## src/rtl/stage_mem.sv

```systemverilog
// MEM stage: MIPS loads/stores over a req/ack data bus with lane steering,
// alignment checks and an ack timeout; registered MEM/WB output with valid/ready.
module stage_mem #(
  parameter int unsigned TIMEOUT_CYCLES = 255
) (
  input  logic        clk,
  input  logic        rst_n,
  input  logic        in_valid,
  output logic        in_ready,
  input  logic [31:0] in_inst,
  input  logic [31:0] in_new_pc,
  input  logic [31:0] in_alu_out,
  input  logic [31:0] in_reg_data_b,
  input  logic        in_cond,
  output logic        out_valid,
  input  logic        out_ready,
  output logic [31:0] out_inst,
  output logic [31:0] out_new_pc,
  output logic [31:0] out_alu_out,
  output logic [31:0] out_load_data,
  output logic        out_cond,
  output logic        out_misalign,
  output logic        out_bus_err,
  output logic        mem_req,
  output logic        mem_we,
  output logic [31:0] mem_addr,
  output logic [3:0]  mem_be,
  output logic [31:0] mem_wdata,
  input  logic [31:0] mem_rdata,
  input  logic        mem_ack
);

  localparam logic [5:0] OpLb  = 6'h20;
  localparam logic [5:0] OpLh  = 6'h21;
  localparam logic [5:0] OpLw  = 6'h23;
  localparam logic [5:0] OpLbu = 6'h24;
  localparam logic [5:0] OpLhu = 6'h25;
  localparam logic [5:0] OpSb  = 6'h28;
  localparam logic [5:0] OpSh  = 6'h29;
  localparam logic [5:0] OpSw  = 6'h2B;

  typedef enum logic [0:0] {StIdle, StWaitAck} state_e;

  state_e      state_q, state_d;
  logic [31:0] cnt_q, cnt_d;
  logic [31:0] lat_inst_q, lat_inst_d, lat_pc_q, lat_pc_d, lat_alu_q, lat_alu_d;
  logic        lat_cond_q, lat_cond_d;

  logic        out_valid_q, out_valid_d, out_cond_q, out_cond_d;
  logic        out_misalign_q, out_misalign_d, out_bus_err_q, out_bus_err_d;
  logic [31:0] out_inst_q, out_inst_d, out_new_pc_q, out_new_pc_d;
  logic [31:0] out_alu_out_q, out_alu_out_d, out_load_data_q, out_load_data_d;
  logic        mem_req_q, mem_req_d, mem_we_q, mem_we_d;
  logic [31:0] mem_addr_q, mem_addr_d, mem_wdata_q, mem_wdata_d;
  logic [3:0]  mem_be_q, mem_be_d;

  logic [5:0]  in_op;
  logic        is_load, is_store, misalign, accept;

  assign in_op = in_inst[31:26];

  always_comb begin
    is_load  = 1'b0;
    is_store = 1'b0;
    misalign = 1'b0;
    case (in_op)
      OpLb, OpLbu: is_load = 1'b1;
      OpLh, OpLhu: begin is_load = 1'b1;  misalign = in_alu_out[0];           end
      OpLw:        begin is_load = 1'b1;  misalign = |in_alu_out[1:0];        end
      OpSb:        is_store = 1'b1;
      OpSh:        begin is_store = 1'b1; misalign = in_alu_out[0];           end
      OpSw:        begin is_store = 1'b1; misalign = |in_alu_out[1:0];        end
      default:     ;
    endcase
  end

  assign in_ready = (state_q == StIdle) && (!out_valid_q || out_ready);
  assign accept   = in_valid && in_ready;

  // Extend the addressed byte/half of the read word; non-loads yield 0.
  function automatic logic [31:0] extract(input logic [5:0] op, input logic [1:0] lane,
                                          input logic [31:0] rdata);
    logic [7:0]  b;
    logic [15:0] h;
    b = rdata[8*lane +: 8];
    h = lane[1] ? rdata[31:16] : rdata[15:0];
    case (op)
      OpLb:    return {{24{b[7]}}, b};
      OpLbu:   return {24'h0, b};
      OpLh:    return {{16{h[15]}}, h};
      OpLhu:   return {16'h0, h};
      OpLw:    return rdata;
      default: return 32'h0;
    endcase
  endfunction

  always_comb begin
    state_d         = state_q;
    cnt_d           = cnt_q;
    lat_inst_d      = lat_inst_q;
    lat_pc_d        = lat_pc_q;
    lat_alu_d       = lat_alu_q;
    lat_cond_d      = lat_cond_q;
    out_valid_d     = out_valid_q;
    out_inst_d      = out_inst_q;
    out_new_pc_d    = out_new_pc_q;
    out_alu_out_d   = out_alu_out_q;
    out_load_data_d = out_load_data_q;
    out_cond_d      = out_cond_q;
    out_misalign_d  = out_misalign_q;
    out_bus_err_d   = out_bus_err_q;
    mem_req_d       = mem_req_q;
    mem_we_d        = mem_we_q;
    mem_addr_d      = mem_addr_q;
    mem_be_d        = mem_be_q;
    mem_wdata_d     = mem_wdata_q;

    unique case (state_q)
      StIdle: begin
        if (out_valid_q && out_ready) out_valid_d = 1'b0;
        if (accept) begin
          if ((is_load || is_store) && !misalign) begin
            state_d     = StWaitAck;
            cnt_d       = 32'h0;
            lat_inst_d  = in_inst;
            lat_pc_d    = in_new_pc;
            lat_alu_d   = in_alu_out;
            lat_cond_d  = in_cond;
            out_valid_d = 1'b0;
            mem_req_d   = 1'b1;
            mem_we_d    = is_store;
            mem_addr_d  = {in_alu_out[31:2], 2'b00};
            mem_be_d    = 4'b0000;
            mem_wdata_d = 32'h0;
            case (in_op)
              OpSw: begin
                mem_be_d    = 4'b1111;
                mem_wdata_d = in_reg_data_b;
              end
              OpSh: begin
                mem_be_d    = in_alu_out[1] ? 4'b1100 : 4'b0011;
                mem_wdata_d = {2{in_reg_data_b[15:0]}};
              end
              OpSb: begin
                mem_be_d    = 4'b0001 << in_alu_out[1:0];
                mem_wdata_d = {4{in_reg_data_b[7:0]}};
              end
              default: ;
            endcase
          end else begin
            out_valid_d     = 1'b1;
            out_inst_d      = in_inst;
            out_new_pc_d    = in_new_pc;
            out_alu_out_d   = in_alu_out;
            out_cond_d      = in_cond;
            out_load_data_d = 32'h0;
            out_misalign_d  = is_load || is_store;
            out_bus_err_d   = 1'b0;
          end
        end
      end
      StWaitAck: begin
        cnt_d = cnt_q + 32'h1;
        if (mem_ack || (TIMEOUT_CYCLES != 0 && cnt_q == TIMEOUT_CYCLES - 1)) begin
          state_d         = StIdle;
          mem_req_d       = 1'b0;
          out_valid_d     = 1'b1;
          out_inst_d      = lat_inst_q;
          out_new_pc_d    = lat_pc_q;
          out_alu_out_d   = lat_alu_q;
          out_cond_d      = lat_cond_q;
          out_misalign_d  = 1'b0;
          out_bus_err_d   = !mem_ack;
          out_load_data_d = mem_ack ? extract(lat_inst_q[31:26], lat_alu_q[1:0], mem_rdata)
                                    : 32'h0;
        end
      end
      default: state_d = StIdle;
    endcase
  end

  always_ff @(posedge clk) begin
    if (!rst_n) begin
      state_q         <= StIdle;
      cnt_q           <= 32'h0;
      lat_inst_q      <= 32'h0;
      lat_pc_q        <= 32'h0;
      lat_alu_q       <= 32'h0;
      lat_cond_q      <= 1'b0;
      out_valid_q     <= 1'b0;
      out_inst_q      <= 32'h0;
      out_new_pc_q    <= 32'h0;
      out_alu_out_q   <= 32'h0;
      out_load_data_q <= 32'h0;
      out_cond_q      <= 1'b0;
      out_misalign_q  <= 1'b0;
      out_bus_err_q   <= 1'b0;
      mem_req_q       <= 1'b0;
      mem_we_q        <= 1'b0;
      mem_addr_q      <= 32'h0;
      mem_be_q        <= 4'h0;
      mem_wdata_q     <= 32'h0;
    end else begin
      state_q         <= state_d;
      cnt_q           <= cnt_d;
      lat_inst_q      <= lat_inst_d;
      lat_pc_q        <= lat_pc_d;
      lat_alu_q       <= lat_alu_d;
      lat_cond_q      <= lat_cond_d;
      out_valid_q     <= out_valid_d;
      out_inst_q      <= out_inst_d;
      out_new_pc_q    <= out_new_pc_d;
      out_alu_out_q   <= out_alu_out_d;
      out_load_data_q <= out_load_data_d;
      out_cond_q      <= out_cond_d;
      out_misalign_q  <= out_misalign_d;
      out_bus_err_q   <= out_bus_err_d;
      mem_req_q       <= mem_req_d;
      mem_we_q        <= mem_we_d;
      mem_addr_q      <= mem_addr_d;
      mem_be_q        <= mem_be_d;
      mem_wdata_q     <= mem_wdata_d;
    end
  end

  assign out_valid     = out_valid_q;
  assign out_inst      = out_inst_q;
  assign out_new_pc    = out_new_pc_q;
  assign out_alu_out   = out_alu_out_q;
  assign out_load_data = out_load_data_q;
  assign out_cond      = out_cond_q;
  assign out_misalign  = out_misalign_q;
  assign out_bus_err   = out_bus_err_q;
  assign mem_req       = mem_req_q;
  assign mem_we        = mem_we_q;
  assign mem_addr      = mem_addr_q;
  assign mem_be        = mem_be_q;
  assign mem_wdata     = mem_wdata_q;

endmodule
```

## config.mk

```make
export PLATFORM = sky130hd
export DESIGN_NAME = stage_mem
export DESIGN_NICKNAME = d
export VERILOG_FILES = /design/src/rtl/stage_mem.sv
export SDC_FILE = /design/constraint.sdc
export NUM_CORES = 1
export LEC_CHECK = 0
export ABC_CLOCK_PERIOD_IN_PS = 6500
export CORE_MARGIN = 2
export CORE_UTILIZATION = 41
export DETAILED_ROUTE_END_ITERATION = 6
export MAX_ROUTING_LAYER = met4
export PLACE_DENSITY_LB_ADDON = 0.1
export SYNTH_ARGS = -nofsm -noshare
export SYNTH_HDL_FRONTEND = slang
export SYNTH_SLANG_ARGS = --single-unit
```

## constraint.sdc

```tcl
create_clock -name clk -period 6.5 [get_ports clk]
set_input_delay 1.3 -clock clk [delete_from_list [all_inputs] [get_ports clk]]
set_output_delay 1.3 -clock clk [all_outputs]
set_load 0.02 [all_outputs]
```

==> metrics list <==
- Part of the cycle the worst path needs: 62.3%
- RSZ-0062 raised after global routing: false
* Path type of the worst min-delay path: reg -> reg
* Synth top area share: 46.2%
- Commonest non-fill, non-tap cells in the layout: sky130_fd_sc_hd__clkdlybuf4s50_1, sky130_fd_sc_hd__dfxtp_1, sky130_fd_sc_hd__nand2_1, sky130_fd_sc_hd__a21oi_1, sky130_fd_sc_hd__mux2i_1
- Net count, final: 1928
- Most common cell after layout, fill and taps aside: sky130_fd_sc_hd__clkdlybuf4s50_1
- Cells after synthesis: 1495
- Number of clock sinks: 300
* Clock buffer count from CTS: 36
- Number of cell instances on the worst register-to-register path: 6
* Met2 Use GR: 38.7%
- Launching instance or port of the critical path: out_ready
* Clock tree from TritonCTS: yes
- Rows: 65
- After synthesis the cells add up to 13000 sq um.
* Number of top-level pins: 369
- Global routing usage summed across all routing layers: 24.5%
- Iteration count of the initial detailed-routing pass: 5
- Distinct cell type count of the synthesized netlist: between 60 and 70
- Kind of start point of the critical path: primary input
- Met1 usage in global routing: 31.6%
* Vias in the first global route: 11483
* HPWL after DPL: ~27 mm
- The count of buffers added on input and output ports is 366.
* Initial DRC Count: 746
* Number of endpoints failing setup at the final stage: 0
* Cell type with the highest aggregate area in the netlist: sky130_fd_sc_hd__dfxtp_1
- After detailed routing, the number of remaining DRC violations is 0.
- In this run the most critical hold path is launched from mem_wdata[29].
- Endpoint of the worst register-to-register path: cnt_q[2]
- Worst reg2reg path startpoint: state_q
- The number of setup buffers added after CTS is 0.
- The total area inside the core boundary comes to 31400 sq um.
* Result of the run: finished clean
* Max-slew headroom: 24.6%
* Setup slack of the worst register-to-register path: approximately 3.3 ns
* Number of nets with antenna violations after routing: 0
* Final clock skew: 0.0163 ns
- Seq/Total Area, Yosys: 46.2%
- The die is 182 microns wide.
- Standby leakage power: 5.82 nW
* Start-to-end type of the worst setup path: in -> out
- Post-CTS repair changed the size of 0 cells.
* PwrDens: 257 nW/um^2
- Post-synthesis sequential element count: 300
* Detailed-route via count: 11937
- The die is 182 microns tall.
- For this run, the leading register cell type out of synthesis is sky130_fd_sc_hd__dfxtp_1.
- Largest voltage drop on the vdd net: roughly 0.17 mV
* Worst hold endpoint: mem_wdata[29]
* Total negative slack: 0 ns
- The later pin in the worst-skew pair is clocked with a latency of 0.51 ns.
- Of all nets on the critical path, the largest fanout is 3.
- Met3 routing resource usage after global routing: between 4 and 5%
- Data arrival, critical path: 2.75 ns
* Fraction of layout cells with a size suffix above 1: 5.05%
- Synth Area per Inst: 8.70 sq um
* Number of synthesized flops with an enable pin: 0
- Wires add up to 40.8 mm.
- Number of hold-repair buffers added at the cts stage: 0
- First-pass GRT wire length: 64.0 mm
* Critical path data required time: 5.20 ns
* Number of hold violations in the final report: 0
* Final estimated routing congestion in global placement: 0.824
- Counting flops with an async set or reset pin after synthesis yields a share of 0%.
* Leftover overflow at the end of global routing: 0
* Transition time at the pin with the least slew margin: between 1 and 1.5 ns
- Number of cells on the worst hold path: 2
- The H-tree was split into 2 levels.
- Number of antenna violations at the first check in global routing: 2
- Subtracting the final worst setup slack from the clock period gives 4.05 ns.
- Clock-pin slew reported for the worst setup and hold paths after clock tree synthesis: 0.05 ns
- Once the floorplan was initialized, standard cells occupied 41.4% of the core.
* Die Area: 33200 sq um
- Across the run, the number of max-cap violations was 0.
- The total count of max-transition violations in the final report came to 0.
* Root cell of the clock tree: sky130_fd_sc_hd__clkbuf_16
* Largest net degree at the start of global routing: 86
* CP Capture Type: output port
- Leading cell types by total area after synthesis: sky130_fd_sc_hd__dfxtp_1, sky130_fd_sc_hd__mux2i_1, sky130_fd_sc_hd__a21oi_1
- Cells fill 56.4% of the core in the end.
* Max Clk Rate: 247 MHz
- Total number of yosys warnings: 0
* Filler Cell Count: 2874
- Busiest layer in global routing: met2
- Avg Vias per Cell: 5.46
- Relative to the synthesized area, the layout overhead comes to 36.2%.
- The longest clock path from root to sink contains 3 buffers.
* Average wire per cell in the routed design: 18.6 microns
layer usage:
metal  routed length, microns  share of wire (%)
met5                        0                  0
met4                     1170                2.9
met3                     2380                5.8
met2                    19400                 48
met1                    17800                 44
metrics by stage:
stage / total power, mW / setup WS (ns) / area, sq um / cells / hold WS [ns]
finish: 4.56 / 2.45 / 17700 / 2187 / 0.449
global route: 4.74 / 2.23 / 17700 / 2187 / 0.470
CTS: 4.59 / 2.45 / 17700 / 2185 / 0.454
detailed placement: 2.65 / 1.97 / 16600 / 2124 / 0.442
global placement: 2.65 / 2.04 / 16600 / 2124 / 0.437
floorplan: 2.33 / 3.54 / 13000 / 1496 / 0.436
state kept, by name, indices dropped and copies added, names as in the netlist:
name           cells
lat_cond_q         1
lat_pc_q          32
out_valid          1
mem_addr           1
out_cond           1
mem_req            1
out_alu_out       32
out_misalign       1
mem_wdata         32
out_inst          32
cnt_q             32
mem_be             4
mem_we             1
out_load_data     32
state_q            1
lat_alu_q         31
out_bus_err        1
lat_inst_q        32
out_new_pc        32
worst max-delay path by stage:
stage,to,slack (ns)
after detailed placement,out_alu_out[4],1.97
after global placement,out_alu_out[29],2.04
after floorplan,in_ready,3.54
after global routing,out_new_pc[22],2.23
final,in_ready,2.45
after CTS,in_ready,2.45
report_power, final:
group	total [mW]	leakage [nW]	internal, mW	switching, mW
clock network	1.94	0.560	1.17	0.767
logic	0.644	2.81	0.303	0.341
registers	1.97	2.44	1.92	0.0532
total	4.56	5.82	3.39	1.16
kinds of logic (layout without fill, tap and decap cells):
kind of cell             count (synthesis)  in the layout  share of synthesized area [%]
AO/OA/AOI/OAI                          485            485                           23.0
XOR/XNOR                                 9              9                          0.606
adder cells (fa/ha/maj)                  2              2                          0.192
buffers and inverters                  167            454                           6.40
flip-flops                             300            300                           46.2
multiplexers                           129            129                           10.0
other                                    1              4                         0.0288
AND/OR/NAND/NOR                        402            402                           13.5
synthesized netlist by cell type, types with 2 or more instances:
library cell / instances
sky130_fd_sc_hd__buf_1: 9
sky130_fd_sc_hd__and3_1: 9
sky130_fd_sc_hd__nor3_1: 18
sky130_fd_sc_hd__nand4_1: 20
sky130_fd_sc_hd__clkbuf_1: 75
sky130_fd_sc_hd__o211ai_1: 3
sky130_fd_sc_hd__a311oi_1: 2
sky130_fd_sc_hd__inv_1: 5
sky130_fd_sc_hd__buf_2: 35
sky130_fd_sc_hd__or4_1: 2
sky130_fd_sc_hd__buf_4: 41
sky130_fd_sc_hd__nor2b_1: 6
sky130_fd_sc_hd__a221oi_1: 9
sky130_fd_sc_hd__and4b_1: 2
sky130_fd_sc_hd__a31oi_1: 12
sky130_fd_sc_hd__mux2i_1: 127
sky130_fd_sc_hd__nand3_1: 15
sky130_fd_sc_hd__xnor2_1: 4
sky130_fd_sc_hd__nand2b_1: 7
sky130_fd_sc_hd__a211oi_1: 97
sky130_fd_sc_hd__and2_1: 7
sky130_fd_sc_hd__nor4_1: 5
sky130_fd_sc_hd__o31ai_1: 6
sky130_fd_sc_hd__dfxtp_1: 300
sky130_fd_sc_hd__o2bb2ai_1: 26
sky130_fd_sc_hd__a21oi_1: 245
sky130_fd_sc_hd__ha_1: 2
sky130_fd_sc_hd__nor2_1: 42
sky130_fd_sc_hd__nand2_1: 256
sky130_fd_sc_hd__a22oi_1: 7
sky130_fd_sc_hd__or2_2: 3
sky130_fd_sc_hd__or3_1: 2
sky130_fd_sc_hd__o21ai_0: 46
sky130_fd_sc_hd__a22o_1: 11
sky130_fd_sc_hd__nor3b_1: 2
sky130_fd_sc_hd__o22ai_1: 7
sky130_fd_sc_hd__xor2_1: 5
critical path, stage by stage:
cell,delay [ns]
sky130_fd_sc_hd__clkdlybuf4s50_1,0.47
sky130_fd_sc_hd__nand2b_1,0.20
sky130_fd_sc_hd__and2_1,0.15
sky130_fd_sc_hd__clkdlybuf4s50_1,0.63
final cells by class:
| type | count | area [sq um] | share of cell area (%) |
|---|---|---|---|
| antenna | 2 | 5.00 | 0.0283 |
| clock buffer | 55 | 1070 | 6.06 |
| clock inverter | 6 | 58.8 | 0.332 |
| inverter | 6 | 27.5 | 0.155 |
| multi-input combinational | 1029 | 6210 | 35.1 |
| sequential | 300 | 6010 | 33.9 |
| tap | 402 | 503 | 2.84 |
| timing repair buffer | 387 | 3820 | 21.6 |
No activity file was read; power rests on OpenSTA's default activity.
